--- src/rtl/light_sequence_monitor.sv ---
// -----------------------------------------------------------------------------
// light_sequence_monitor
//
// Passive receive-side checker for the one-hot traffic-light bus. Every clock
// the observed bus is decoded back to a phase code and compared with the phase
// currently being tracked. The block reports:
//   - whether the bus is one-hot,
//   - whether the phase order is green -> yellow -> red -> green,
//   - how long the current phase has persisted (dwell),
//   - how many complete red -> green cycles have been seen.
// The block never drives the observed bus.
//
// Parameters
//   CNT_W      width of the completed-cycle counter (wraps)
//   DW_W       width of the dwell counter (saturates); MAX_DWELL < 2**DW_W-1
//   MAX_DWELL  longest legal run of identical samples in one phase
//
// Ports
//   clk          in   rising-edge clock
//   rst_n        in   asynchronous active-low reset
//   light[2:0]   in   observed bus: green 100, yellow 010, red 001
//   phase[1:0]   out  decoded phase: 00 green, 01 yellow, 10 red, 11 none
//   valid        out  1 while a legal sequence is being tracked
//   dwell        out  consecutive samples of the current phase (saturating)
//   cycle_count  out  legal red -> green transitions (wrapping)
//   err_onehot   out  pulse: a tracked bus went non-one-hot
//   err_order    out  pulse: one-hot value that is not the expected successor
//   err_dwell    out  pulse: dwell has just exceeded MAX_DWELL
//   err_any      out  sticky OR of all error pulses, cleared only by reset
// -----------------------------------------------------------------------------
module light_sequence_monitor #(
    parameter int CNT_W     = 8,
    parameter int DW_W      = 8,
    parameter int MAX_DWELL = 1
) (
    input  logic             clk,
    input  logic             rst_n,
    input  logic [2:0]       light,
    output logic [1:0]       phase,
    output logic             valid,
    output logic [DW_W-1:0]  dwell,
    output logic [CNT_W-1:0] cycle_count,
    output logic             err_onehot,
    output logic             err_order,
    output logic             err_dwell,
    output logic             err_any
);

    typedef enum logic {
        IDLE  = 1'b0,
        TRACK = 1'b1
    } state_t;

    localparam logic [1:0] PH_GREEN  = 2'b00;
    localparam logic [1:0] PH_YELLOW = 2'b01;
    localparam logic [1:0] PH_RED    = 2'b10;
    localparam logic [1:0] PH_NONE   = 2'b11;

    localparam logic [DW_W-1:0]  DW_ZERO  = {DW_W{1'b0}};
    localparam logic [DW_W-1:0]  DW_ONE   = DW_W'(1);
    localparam logic [DW_W-1:0]  DW_SAT   = {DW_W{1'b1}};
    localparam logic [DW_W-1:0]  DW_LIMIT = DW_W'(MAX_DWELL);
    localparam logic [CNT_W-1:0] CNT_ZERO = {CNT_W{1'b0}};
    localparam logic [CNT_W-1:0] CNT_ONE  = CNT_W'(1);

    // Map a bus value to its phase code; anything not one-hot maps to PH_NONE.
    function automatic logic [1:0] decode_light(input logic [2:0] l);
        logic [1:0] p;
        case (l)
            3'b100:  p = PH_GREEN;
            3'b010:  p = PH_YELLOW;
            3'b001:  p = PH_RED;
            default: p = PH_NONE;
        endcase
        return p;
    endfunction

    // The phase that must legally follow the given one.
    function automatic logic [1:0] next_phase(input logic [1:0] p);
        logic [1:0] n;
        case (p)
            PH_GREEN:  n = PH_YELLOW;
            PH_YELLOW: n = PH_RED;
            PH_RED:    n = PH_GREEN;
            default:   n = PH_NONE;
        endcase
        return n;
    endfunction

    state_t           state_r;
    logic [1:0]       phase_r;
    logic             valid_r;
    logic [DW_W-1:0]  dwell_r;
    logic [CNT_W-1:0] cycle_count_r;
    logic             err_onehot_r;
    logic             err_order_r;
    logic             err_dwell_r;
    logic             err_any_r;

    logic [1:0]       sample_ph_s;
    logic             sample_onehot_s;
    logic             same_phase_s;
    logic             successor_s;

    assign sample_ph_s     = decode_light(light);
    assign sample_onehot_s = (sample_ph_s != PH_NONE);
    assign same_phase_s    = (sample_ph_s == phase_r);
    assign successor_s     = (sample_ph_s == next_phase(phase_r));

    // Tracking FSM; every output is a register updated here.
    always_ff @(posedge clk or negedge rst_n) begin
        if (!rst_n) begin
            state_r       <= IDLE;
            phase_r       <= PH_NONE;
            valid_r       <= 1'b0;
            dwell_r       <= DW_ZERO;
            cycle_count_r <= CNT_ZERO;
            err_onehot_r  <= 1'b0;
            err_order_r   <= 1'b0;
            err_dwell_r   <= 1'b0;
            err_any_r     <= 1'b0;
        end else begin
            // Pulses default low; branches below raise them for one edge.
            err_onehot_r <= 1'b0;
            err_order_r  <= 1'b0;
            err_dwell_r  <= 1'b0;
            case (state_r)
                IDLE: begin
                    if (sample_onehot_s) begin
                        // Entry is unconditional: no order check, no cycle count.
                        state_r <= TRACK;
                        phase_r <= sample_ph_s;
                        valid_r <= 1'b1;
                        dwell_r <= DW_ONE;
                    end else begin
                        // The loss of one-hot was already reported on the way in.
                        state_r <= IDLE;
                        phase_r <= PH_NONE;
                        valid_r <= 1'b0;
                        dwell_r <= DW_ZERO;
                    end
                end
                TRACK: begin
                    if (!sample_onehot_s) begin
                        state_r      <= IDLE;
                        phase_r      <= PH_NONE;
                        valid_r      <= 1'b0;
                        dwell_r      <= DW_ZERO;
                        err_onehot_r <= 1'b1;
                        err_any_r    <= 1'b1;
                    end else if (same_phase_s) begin
                        if (dwell_r != DW_SAT) begin
                            dwell_r <= dwell_r + DW_ONE;
                        end else begin
                            dwell_r <= DW_SAT;
                        end
                        // Only the crossing edge is flagged, not every later sample.
                        if (dwell_r == DW_LIMIT) begin
                            err_dwell_r <= 1'b1;
                            err_any_r   <= 1'b1;
                        end else begin
                            err_dwell_r <= 1'b0;
                        end
                    end else if (successor_s) begin
                        phase_r <= sample_ph_s;
                        dwell_r <= DW_ONE;
                        if (phase_r == PH_RED) begin
                            cycle_count_r <= cycle_count_r + CNT_ONE;
                        end else begin
                            cycle_count_r <= cycle_count_r;
                        end
                    end else begin
                        // Out-of-order one-hot value: report and resync to it.
                        phase_r     <= sample_ph_s;
                        dwell_r     <= DW_ONE;
                        valid_r     <= 1'b1;
                        err_order_r <= 1'b1;
                        err_any_r   <= 1'b1;
                    end
                end
                default: begin
                    state_r <= IDLE;
                    phase_r <= PH_NONE;
                    valid_r <= 1'b0;
                    dwell_r <= DW_ZERO;
                end
            endcase
        end
    end

    assign phase       = phase_r;
    assign valid       = valid_r;
    assign dwell       = dwell_r;
    assign cycle_count = cycle_count_r;
    assign err_onehot  = err_onehot_r;
    assign err_order   = err_order_r;
    assign err_dwell   = err_dwell_r;
    assign err_any     = err_any_r;

endmodule

--- config.mk ---
export PLATFORM = sky130hd
export DESIGN_NAME = light_sequence_monitor
export DESIGN_NICKNAME = d
export VERILOG_FILES = /design/src/rtl/light_sequence_monitor.sv
export SDC_FILE = /design/constraint.sdc
export NUM_CORES = 1
export LEC_CHECK = 0
export BUFFER_PORTS_ARGS = -buffer_cell sky130_fd_sc_hd__buf_2
export CORE_MARGIN = 8
export CORE_UTILIZATION = 54
export DETAILED_ROUTE_END_ITERATION = 7
export HOLD_SLACK_MARGIN = 0.12
export PLACE_DENSITY = 0.88
export SYNTH_ARGS = -nofsm -noshare
export SYNTH_HDL_FRONTEND = slang
export SYNTH_SLANG_ARGS = --single-unit
--- constraint.sdc ---
create_clock -name clk -period 3.6 [get_ports clk]
set_clock_uncertainty 0.05 [all_clocks]
set_input_delay 0.18 -clock clk [delete_from_list [all_inputs] [get_ports clk]]
set_output_delay 0.18 -clock clk [all_outputs]
set_load 0.02 [all_outputs]
==> summary.md, run 1 <==
| Metric | Value |
|---|---|
| Status | finished, final reports clean |
| Die X-Extent | between 60 and 70 um |
| Achievable Freq | approximately 360 MHz |
| Critical Path Fanout Max | 7 |
| Io pins | 28 |
| GR Overflow Total | 0 |
| Worst EP required | between 3 and 4 ns |
| Internal power | roughly 0.39 mW |
| Initial core utilization | 0.562 |
| Post-CTS Setup Inserts | 0 |
| Remaining antenna violation count | 0 |
| Net Switching | between 0.15 and 0.2 mW |
| Worst-Margin Slew | between 0.6 and 0.7 ns |
| Worst vdd ir | 0.000205 V |
| Clock power frac | 0.263 |
| Maxcap violations | 0 |
| CP Launch Type | flip-flop |
| Antenna diodes | 0 |
| Port Buffers | 27 |
| Setup total negative slack | 0 ns |
| Core ar. | around 2500 sq um |
| Register share of total power | 0.535 |
| Drt via density | ~5.9 |
| CP endpoint kind | flip-flop |
| Die area | around 4400 sq um |
| Post-layout minimum cycle time | between 2 and 3 ns |
| Post-synthesis sequential area ratio | 0.437 |
| RD Place Congestion | around 0.88 |
| First-pass GRT wire length | about 5000 um |
| Vias in the first global route | approximately 1100 |
| Cts bufs inserted | 3 |
| Slew Limit Fails | 0 |
| CTS resizes | 0 |
| TritonRoute pass-1 iters | 6 |
| Die H | between 60 and 70 um |
| Crit path kind | reg2reg |
| Switch share | 0.313 |
| Power Density | 355 nW/um^2 |
| Dpl hpwl | ~2200 um |
| Setup Viol. Count Final | 0 |
| Syn Std Cell Area | between 1000 and 1500 sq um |
| LEAKAGE | 0.736 nW |
| Logic pwr share | 0.202 |
| Clock Path Buffers | 2 |
| Row cnt | 18 |
| Initial antenna violation count | 0 |
| Clk pin slew, worst setup/hold paths | approximately 0.14 ns |
| TritonCTS clock tree | built |
| Total of fill cells in the finished design | between 150 and 200 |
| Number of distinct library cells after synthesis | 37 |
| Nets | 172 |
| Root Driver | clkbuf_4 |
| DRC errors left | 0 |
| Area growth from synthesis to layout | 14.4% |
| Worst Path Arrival | 2.94 ns |
| Hold WC Path Type | in2reg |
| Rel. slew slack | 0.557 |
| CTS Hold Buffers Added | 1 |
| Mean Syn Cell Area | around 10 sq um |
| Final wirelength | ~3000 um |
| Htree depth | 1 |
| Share of post-route cells with drive strength above 1 | 0.256 |
| Clock sink count | 24 |
| RSZ-0062 raised after global routing | false |
| Cells after synthesis | approximately 130 |
| Via count | between 1000 and 1500 |
| Drt wl/cell | 15.6 um |
| Yosys warning count | 0 |
| Clock Latency Late Sink | 0.32 ns |
| Total Power | roughly 0.56 mW |
| Final period util | 0.770 |
| Total Routing Usage GR | 0.138 |
| Synth Register Bits | 24 |
| Pin count of the biggest net entering global routing | 25 |
| Mapped Nets | 143 |
| DRT iter0 DRCs | 81 |
| Hold Fails Final Rpt | 0 |
[layer usage]
| metal | track usage | up-vias | wire (um) |
|---|---|---|---|
| met3 | 0.00671 | 6 | 125 |
| li1 | - | 528 | - |
| met4 | 0.0640 | 0 | 60 |
| met5 | 0 | - | 0 |
| met1 | 0.160 | 546 | 1240 |
| met2 | 0.253 | 34 | 1540 |
[Yosys cell counts, drive strengths merged]
cell | n | area share
or3b | 2 | 0.013
nor3 | 8 | 0.029
nor4 | 4 | 0.032
xnor2 | 3 | 0.019
xor2 | 10 | 0.064
a21oi | 8 | 0.029
o311ai | 1 | 0.019
mux2 | 1 | 0.0082
nor4b | 4 | 0.025
o31a | 1 | 0.0064
a21boi | 1 | 0.0054
a221oi | 1 | 0.011
nand4b | 1 | 0.0064
a311oi | 1 | 0.0064
maj3 | 1 | 0.0073
o21ai | 2 | 0.0073
inv | 8 | 0.022
nor2 | 15 | 0.041
nand3 | 6 | 0.022
nand2 | 7 | 0.019
o221ai | 1 | 0.011
dfstp | 2 | 0.038
nand2b | 1 | 0.0045
ha | 6 | 0.054
buf | 4 | 0.015
dfrtp | 22 | 0.40
nand3b | 1 | 0.0054
and3b | 1 | 0.0064
and3 | 1 | 0.0045
nor3b | 1 | 0.0054
nand4 | 2 | 0.0091
a2111oi | 2 | 0.040
o21a | 1 | 0.0054
a41oi | 1 | 0.0064
or3 | 1 | 0.0045
[worst max-delay path, cell delays in order, from the launching register on]
cell       delay, ns
dfstp_2         0.60
inv_1           0.09
ha_1            0.35
or3b_1          0.41
a2111oi_4       0.43
o311ai_4        0.18
nor2_1          0.22
mux2_1          0.34
[flip-flops by register name, indices dropped and copies added, names as in the netlist]
register	flops
cycle_count	8
dwell	8
phase	2
err_any	1
err_dwell	1
err_onehot	1
err_order	1
state_r	1
valid	1
[placed cells by master (no fill, tap or decap), drive strengths merged, types with 2 or more instances in the layout]
cell,n
a2111oi,2
nand2,7
xor2,10
nor2,15
ha,6
dfrtp,22
a21oi,8
o21ai,2
nor4b,4
nor4,4
inv,8
nand4,2
dfstp,2
clkbuf,4
nand3,6
or3b,2
buf,27
xnor2,3
nor3,8
[power by group through the flow]
stage	logic (mW)	clock network, mW	registers, mW
global placement	0.109	0	0.304
finish	0.113	0.147	0.300
global route	0.125	0.154	0.303
CTS	0.115	0.146	0.300
floorplan	0.0649	0	0.319
detailed placement	0.114	0	0.305
[cell families (layout without fill, tap and decap cells)]
family                   after synthesis  after routing  synth area share
AND/OR/NAND/NOR                       55             55             0.227
flip-flops                            24             24             0.437
AO/OA/AOI/OAI                         20             20             0.147
XOR/XNOR                              13             13            0.0826
buffers and inverters                 12             40            0.0363
adder cells (fa/ha/maj)                7              7            0.0617
multiplexers                           1              1           0.00817
[final timing paths]
path | from | endpoint | slack [ns] | depth (start not counted)
setup / recovery | phase[0]$_DFFE_PN1P_ | cycle_count[1]$_DFFE_PN0P_ | 0.83 | 7
hold / removal | light[1] | phase[0]$_DFFE_PN1P_ | 0.16 | 2
setup reg to reg | phase[0]$_DFFE_PN1P_ | cycle_count[1]$_DFFE_PN0P_ | 0.83 | 7
hold reg to reg | cycle_count[7]$_DFFE_PN0P_ | cycle_count[7]$_DFFE_PN0P_ | 0.42 | 1
max in group asynchronous | rst_n | phase[0]$_DFFE_PN1P_ | 2.84 | 2
min in group asynchronous | rst_n | dwell[4]$_DFF_PN0_ | 0.30 | 2
[through the flow]
step	std cells	setup WS (ns)	utilization	hold WS [ns]	area, sq um
after floorplan	132	0.913	-	-0.166	1380
after global placement	185	0.941	0.624	0.132	1530
after detailed placement	185	0.859	0.624	0.137	1530
after CTS	190	0.830	0.643	0.164	1580
after global routing	190	0.695	0.643	0.180	1580
final	190	0.828	0.643	0.163	1580
[area by class of cell]
type | instances | area (sq um) | share of cell area
clock buffers | 4 | 36.3 | 0.0230
inverters | 8 | 30.0 | 0.0190
well taps | 30 | 37.5 | 0.0238
multi-input cells | 96 | 726 | 0.460
flip-flops and latches | 24 | 603 | 0.382
repair buffers | 28 | 145 | 0.0920
Power figures use the tool's default switching activity.
==> run 2, diff against run 1 <==
--- a/config.mk
+++ b/config.mk
@@ -7,10 +7,10 @@
 export LEC_CHECK = 0
 export BUFFER_PORTS_ARGS = -buffer_cell sky130_fd_sc_hd__buf_2
 export CORE_MARGIN = 8
-export CORE_UTILIZATION = 54
+export CORE_UTILIZATION = 48
 export DETAILED_ROUTE_END_ITERATION = 7
 export HOLD_SLACK_MARGIN = 0.12
-export PLACE_DENSITY = 0.88
+export PLACE_DENSITY = 0.83
 export SYNTH_ARGS = -nofsm -noshare
 export SYNTH_HDL_FRONTEND = slang
 export SYNTH_SLANG_ARGS = --single-unit
==> constraint.sdc (replaced) <==
create_clock -name clk -period 2.5 [get_ports clk]
set_clock_uncertainty 0.05 [all_clocks]
set_input_delay 0.125 -clock clk [delete_from_list [all_inputs] [get_ports clk]]
set_output_delay 0.125 -clock clk [all_outputs]
set_load 0.02 [all_outputs]
==> run 2 against run 1 <==
Compared with the run above:
- wire length rose by 1.3%
- register-to-register slack worse by 0.75 ns
- fmax is 15% higher
- clock power rose by 42%
- hold slack worse by 0.025 ns
- critical path depth is the same
- count of clock-buffer cells in the layout is the same
- sequential share of layout area decreased by 1.6 points
- critical endpoint unchanged
==> summary.md, run 2 (synthesis gave the netlist of run 1 again) <==
| Metric | Value |
|---|---|
| Row cnt | 19 (+1) |
| Fin cells | 195 (+2.6%) |
| Clock sink count | 24 (unchanged) |
| DRC errors left | 0 (unchanged) |
| LEAKAGE | 0.754 nW (+2.5%) |
| Maxcap violations | 0 (unchanged) |
| Drt wl/cell | 15.4 um (-1.3%) |
| TritonCTS clock tree | built |
| Via count | 1102 (-1.1%) |
| Initial core utilization | 0.504 (-0.0573) |
| Remaining antenna violation count | 0 (unchanged) |
| Rel. slew slack | 0.519 (-0.0377) |
| FF-to-FF End | cycle_count[1]$_DFFE_PN0P_ |
| RD Place Congestion | 0.830 (-6.1%) |
| Die area | 4840 sq um (+9.4%) |
| CP Launch Type | flip-flop |
| Die X-Extent | 69.6 um (+4.6%) |
| Share of post-route cells with drive strength above 1 | 0.311 (+0.0547) |
| Nets | 176 (+2.3%) |
| Worst flop-to-flop path startpoint | phase[0]$_DFFE_PN1P_ |
| Vias in the first global route | 1173 (+8.0%) |
| Setup crit end | cycle_count[1]$_DFFE_PN0P_ |
| Port Buffers | 27 (unchanged) |
| Critical Path Fanout Max | 7 (unchanged) |
| Final period util | 0.968 (+0.198) |
| Worst Path Arrival | 2.59 ns (-0.35 ns) |
| Total Power | 0.829 mW (+48%) |
| Crit path kind | reg2reg |
| Worst-Margin Slew | 0.722 ns (+0.0565 ns) |
| DRT iter0 DRCs | 108 (+33%) |
| Clk pin slew, worst setup/hold paths | 0.13 ns (about the same) |
| TritonRoute pass-1 iters | 4 (-2) |
| CP endpoint kind | flip-flop |
| Hold WC Path Type | in2reg |
| Reg-to-reg setup timing slack | 0.08 ns (-0.75 ns) |
| Drt via density | 5.65 (-3.6%) |
| Cts bufs inserted | 3 (unchanged) |
| CP startpoint | phase[0]$_DFFE_PN1P_ |
| Hold Fails Final Rpt | 0 (unchanged) |
| Dpl hpwl | 2230 um (+1.0%) |
| Initial antenna violation count | 0 (unchanged) |
| Antenna diodes | 0 (unchanged) |
| Slew Limit Fails | 0 (unchanged) |
| Area growth from synthesis to layout | 19.4% |
| Total Routing Usage GR | 0.133 (-0.00501) |
| Worst vdd ir | 0.000346 V (+69%) |
| Die H | 69.6 um (+4.6%) |
| Status | finished, final reports clean |
| Final wirelength | 3000 um (+1.3%) |
| Total of fill cells in the finished design | 234 (+22%) |
| Core ar. | 2730 sq um (+11%) |
| Power Density | 503 nW/um^2 (+42%) |
| Post-layout minimum cycle time | 2.42 ns (-0.353 ns) |
| Htree depth | 1 (unchanged) |
| GR Overflow Total | 0 (unchanged) |
| Setup Viol. Count Final | 0 (unchanged) |
| RSZ-0062 raised after global routing | true |
| Commonest non-fill, non-tap cell in the layout | buf_2 |
| Highest-count cells in the layout ignoring fill and taps | buf_2 (27), dfrtp_1 (22), nor2_1 (14) |
| Reg2reg path depth | 7 (unchanged) |
| Pin count of the biggest net entering global routing | 25 (unchanged) |
| Dpl cells | 188 (+1.6%) |
| Clock Path Buffers | 2 (unchanged) |
| Worst EP required | 2.67 ns (-1.10 ns) |
| Clock Latency Late Sink | 0.32 ns (about the same) |
| Root Driver | clkbuf_4 |
| Io pins | 28 (unchanged) |
| First-pass GRT wire length | 5480 um (+12%) |
| Achievable Freq | 413 MHz (+15%) |
run 2: per-stage QoR:
step	hold WS, ns	util	cell area [sq um]	setup slack [ns]	TNS (ns)
floorplan	-0.221	-	1400	0.00607	0
detailed placement	0.0884	0.574	1570	0.0444	0
CTS	0.129	0.595	1630	0.0323	0
global placement	0.0754	0.574	1570	0.101	0
global route	0.162	0.602	1650	-0.0200	-0.0620
finish	0.138	0.602	1650	0.0812	0
run 2: layout make-up:
cell class                 count  area, sq um  area share
clock buffer                   4         36.3      0.0220
inverter                       8         30.0      0.0182
multi-input combinational     96          761       0.462
sequential                    24          603       0.366
tap                           31         38.8      0.0236
timing repair buffer          32          178       0.108
run 2: metal layers:
metal | share of wire | up-vias | routed length (um) | GRT usage
met5 | 0 | - | 0 | 0
met4 | 0.023 | 0 | 68 | 0.0661
met3 | 0.041 | 5 | 122 | 0.0215
met2 | 0.51 | 25 | 1520 | 0.233
met1 | 0.43 | 538 | 1290 | 0.153
li1 | - | 534 | - | -
run 2: critical path: stages (launching register included):
cell and delay [ns]:
dfstp_2 0.56, inv_2 0.06, ha_4 0.22, or3b_4 0.38, a2111oi_4 0.37, o311ai_4 0.21, nor2_2 0.16, mux2_4 0.31
run 2: worst min path at each step:
stage / startpoint / to / slack, ns / cells after the start
after floorplan: rst_n / cycle_count[0]$_DFFE_PN0P_ / -0.22 / 0
after global placement: rst_n / dwell[3]$_DFF_PN0_ / 0.08 / 1
after detailed placement: rst_n / dwell[4]$_DFF_PN0_ / 0.09 / 1
after CTS: light[2] / phase[0]$_DFFE_PN1P_ / 0.13 / 3
after global routing: light[2] / phase[0]$_DFFE_PN1P_ / 0.16 / 3
final: light[2] / phase[0]$_DFFE_PN1P_ / 0.14 / 3
run 2: what timing repair did:
action	CTS	global route
hold endpoints to repair	25	0
buffers inserted	0	1
hold buffers	2	0
gates resized for setup	0	2
endpoints found under the setup margin	0	10
run 2: report_power, final:
group	leakage [nW]	total [mW]	switching, mW	internal, mW
sequential	0.317	0.433	0.0242	0.409
combinational	0.417	0.186	0.115	0.0711
clock	0.0210	0.209	0.120	0.0892
==> run 3, diff against run 2 <==
--- a/config.mk
+++ b/config.mk
@@ -6,7 +6,6 @@
 export NUM_CORES = 1
 export LEC_CHECK = 0
 export BUFFER_PORTS_ARGS = -buffer_cell sky130_fd_sc_hd__buf_2
-export CORE_MARGIN = 8
 export CORE_UTILIZATION = 48
 export DETAILED_ROUTE_END_ITERATION = 7
 export HOLD_SLACK_MARGIN = 0.12
==> constraint.sdc (replaced) <==
create_clock -name clk -period 2.2 [get_ports clk]
set_clock_uncertainty 0.05 [all_clocks]
set_input_delay 0.11 -clock clk [delete_from_list [all_inputs] [get_ports clk]]
set_output_delay 0.11 -clock clk [all_outputs]
set_load 0.02 [all_outputs]
==> run 3 against run 2 <==
Compared with the run above:
- the run now ends with negative setup slack left
- final cell count increased by 5.6%
- hold slack improved by 0.0045 ns
- final area increased by 8.1%
- total power increased by 16%
- die area decreased by 36%
- count of clock-buffer cells in the layout did not move
- register-to-register slack got worse by 0.28 ns
- flip-flop and latch count did not move
- via count grew 4.4%
- largest power group unchanged
- highest routed layer unchanged
==> summary.md, run 3 (synthesis gave the netlist of run 1 again) <==
| Metric | Value |
|---|---|
| Die H | 55.6 um (-20%) |
| Final wirelength | 2920 um (-2.7%) |
| Drt wl/cell | 14.2 um (-7.9%) |
| Status | complete, but fails checks |
| Io pins | 28 (unchanged) |
| CP endpoint kind | flip-flop |
| Critical Path Fanout Max | 5 (-2) |
| Total Power | 0.962 mW (+16%) |
| RSZ-0062 raised after global routing | true |
| Hold WC Path Type | in2reg |
| TritonCTS clock tree | built |
| RD Place Congestion | 0.814 (-1.9%) |
| Total Routing Usage GR | 0.200 (+0.0665) |
| Min Hold Slack | 0.143 ns (+0.00452 ns) |
| CP Launch Type | flip-flop |
| Initial antenna violation count | 0 (unchanged) |
| Slew Limit Fails | 0 (unchanged) |
| Row cnt | 19 (unchanged) |
| Port Buffers | 27 (unchanged) |
| Highest-count cells in the layout ignoring fill and taps | buf_2 (27), dfrtp_1 (22), nor2_1 (13), buf_4 (13), xor2_1 (10) |
| Achievable Freq | 416 MHz (+0.67%) |
| Clk pin slew, worst setup/hold paths | 0.14 ns (about the same) |
| LEAKAGE | 0.833 nW (+10%) |
| Commonest non-fill, non-tap cell in the layout | buf_2 |
| DRT iter0 DRCs | 38 (-65%) |
| Crit path kind | reg2reg |
| Cts bufs inserted | 3 (unchanged) |
| Worst vdd ir | 0.000334 V (-3.4%) |
| Core ar. | 2730 sq um (unchanged) |
| Remaining antenna violation count | 0 (unchanged) |
| DRC errors left | 0 (unchanged) |
| Core Util, Final | 0.651 (+0.0485) |
| Setup Viol. Count Final | 10 (+10) |
| Worst EP required | 2.35 ns (-0.32 ns) |
| Antenna diodes | 0 (unchanged) |
| Vias in the first global route | 1099 (-6.3%) |
| Post-layout minimum cycle time | 2.40 ns (-0.0161 ns) |
| Dpl ws | -0.209 ns (-0.254 ns) |
| Final instance area | 1780 sq um (+8.1%) |
| Nets | 187 (+6.3%) |
| Reg-to-reg setup timing slack | -0.20 ns (-0.28 ns) |
| Power Density | 541 nW/um^2 (+7.5%) |
| Share of post-route cells with drive strength above 1 | 0.377 (+0.0662) |
| Rel. slew slack | 0.636 (+0.117) |
| Worst Path Arrival | 2.56 ns (-0.03 ns) |
| Area growth from synthesis to layout | 29.0% |
| Pin count of the biggest net entering global routing | 25 (unchanged) |
| Worst-Margin Slew | 0.546 ns (-0.176 ns) |
| Initial core utilization | 0.504 (unchanged) |
| Clock sink count | 24 (unchanged) |
| Htree depth | 1 (unchanged) |
| Final period util | 1.09 (+0.125) |
| GR Overflow Total | 0 (unchanged) |
| Final setup margin | -0.203 ns (-0.284 ns) |
| Dpl cell area | 1640 sq um (+4.8%) |
| Via count | 1150 (+4.4%) |
| Drt via density | 5.58 (-1.2%) |
| Total of fill cells in the finished design | 220 (-6.0%) |
| Clock Latency Late Sink | 0.31 ns (about the same) |
| Clock Path Buffers | 2 (unchanged) |
| First-pass GRT wire length | 5000 um (-8.7%) |
| Root Driver | clkbuf_4 |
| Die area | 3090 sq um (-36%) |
| Dpl hpwl | 2060 um (-7.3%) |
| Failing checks | negative setup slack |
| Die X-Extent | 55.6 um (-20%) |
| Maxcap violations | 0 (unchanged) |
| Hold Fails Final Rpt | 0 (unchanged) |
| TritonRoute pass-1 iters | 4 (unchanged) |
==> run 3: cell types whose count changed in the layout (fill, tap and decap cells not counted), moves of 2 or more <==
| cell | change |
|---|---|
| nor3_4 | +2 |
| nor4_4 | +2 |
| nor3_1 | -3 |
| buf_4 | +10 |
==> run 3: final timing paths <==
path                                       startpoint  cells after the start                         end
setup / recovery                 phase[0]$_DFFE_PN1P_                      7  cycle_count[1]$_DFFE_PN0P_
hold / removal                               light[2]                      3        phase[0]$_DFFE_PN1P_
min in group asynchronous                       rst_n                      2          dwell[2]$_DFF_PN0_
setup reg to reg                 phase[0]$_DFFE_PN1P_                      7  cycle_count[1]$_DFFE_PN0P_
max in group asynchronous                       rst_n                      2        phase[1]$_DFFE_PN1P_
hold reg to reg            cycle_count[7]$_DFFE_PN0P_                      1  cycle_count[7]$_DFFE_PN0P_
==> run 3: report_power, final <==
part / internal, mW / switching (mW)
Combinational: 0.0977 / 0.142
Sequential: 0.465 / 0.0255
Clock: 0.101 / 0.131
Total: 0.664 / 0.299
==> run 3: area by class of cell <==
class | instances | area (sq um) | area share
Multi-Input combinational cell | 96 | 807 | 0.454
Clock buffer | 4 | 36.3 | 0.0204
Tap cell | 31 | 38.8 | 0.0218
Timing Repair Buffer | 43 | 264 | 0.148
Sequential cell | 24 | 603 | 0.339
Inverter | 8 | 30.0 | 0.0169
==> run 3: through the flow <==
stage | TNS [ns] | cells
after floorplan | -1.24 | 132
after global placement | -0.757 | 198
after detailed placement | -1.56 | 198
after CTS | -1.96 | 206
after global routing | -2.65 | 206
final | -1.48 | 206
==> run 3: routing by layer <==
layer	vias up	share of wire	routed length, um	GRT usage
li1	560	-	-	-
met1	568	0.47	1370	0.264
met2	20	0.50	1450	0.346
met3	2	0.022	64	0.0209
met4	0	0.0093	27	0.0607
met5	-	0	0	0
==> run 3: critical path: stages, from the launching register on <==
cell and delay [ns]:
dfstp_2 0.58, inv_2 0.06, ha_4 0.21, or3b_4 0.38
a2111oi_4 0.38, o311ai_4 0.16, nor2_2 0.16, mux2_4 0.31
==> run 3: timing repair <==
action                                  CTS  global route
buffers inserted                          2             0
hold buffers                              2             0
cloned                                    0             0
endpoints found under the setup margin   10            11
pin swaps                                 7             2
hold endpoints to repair                 25             0
resized for setup                         9             2
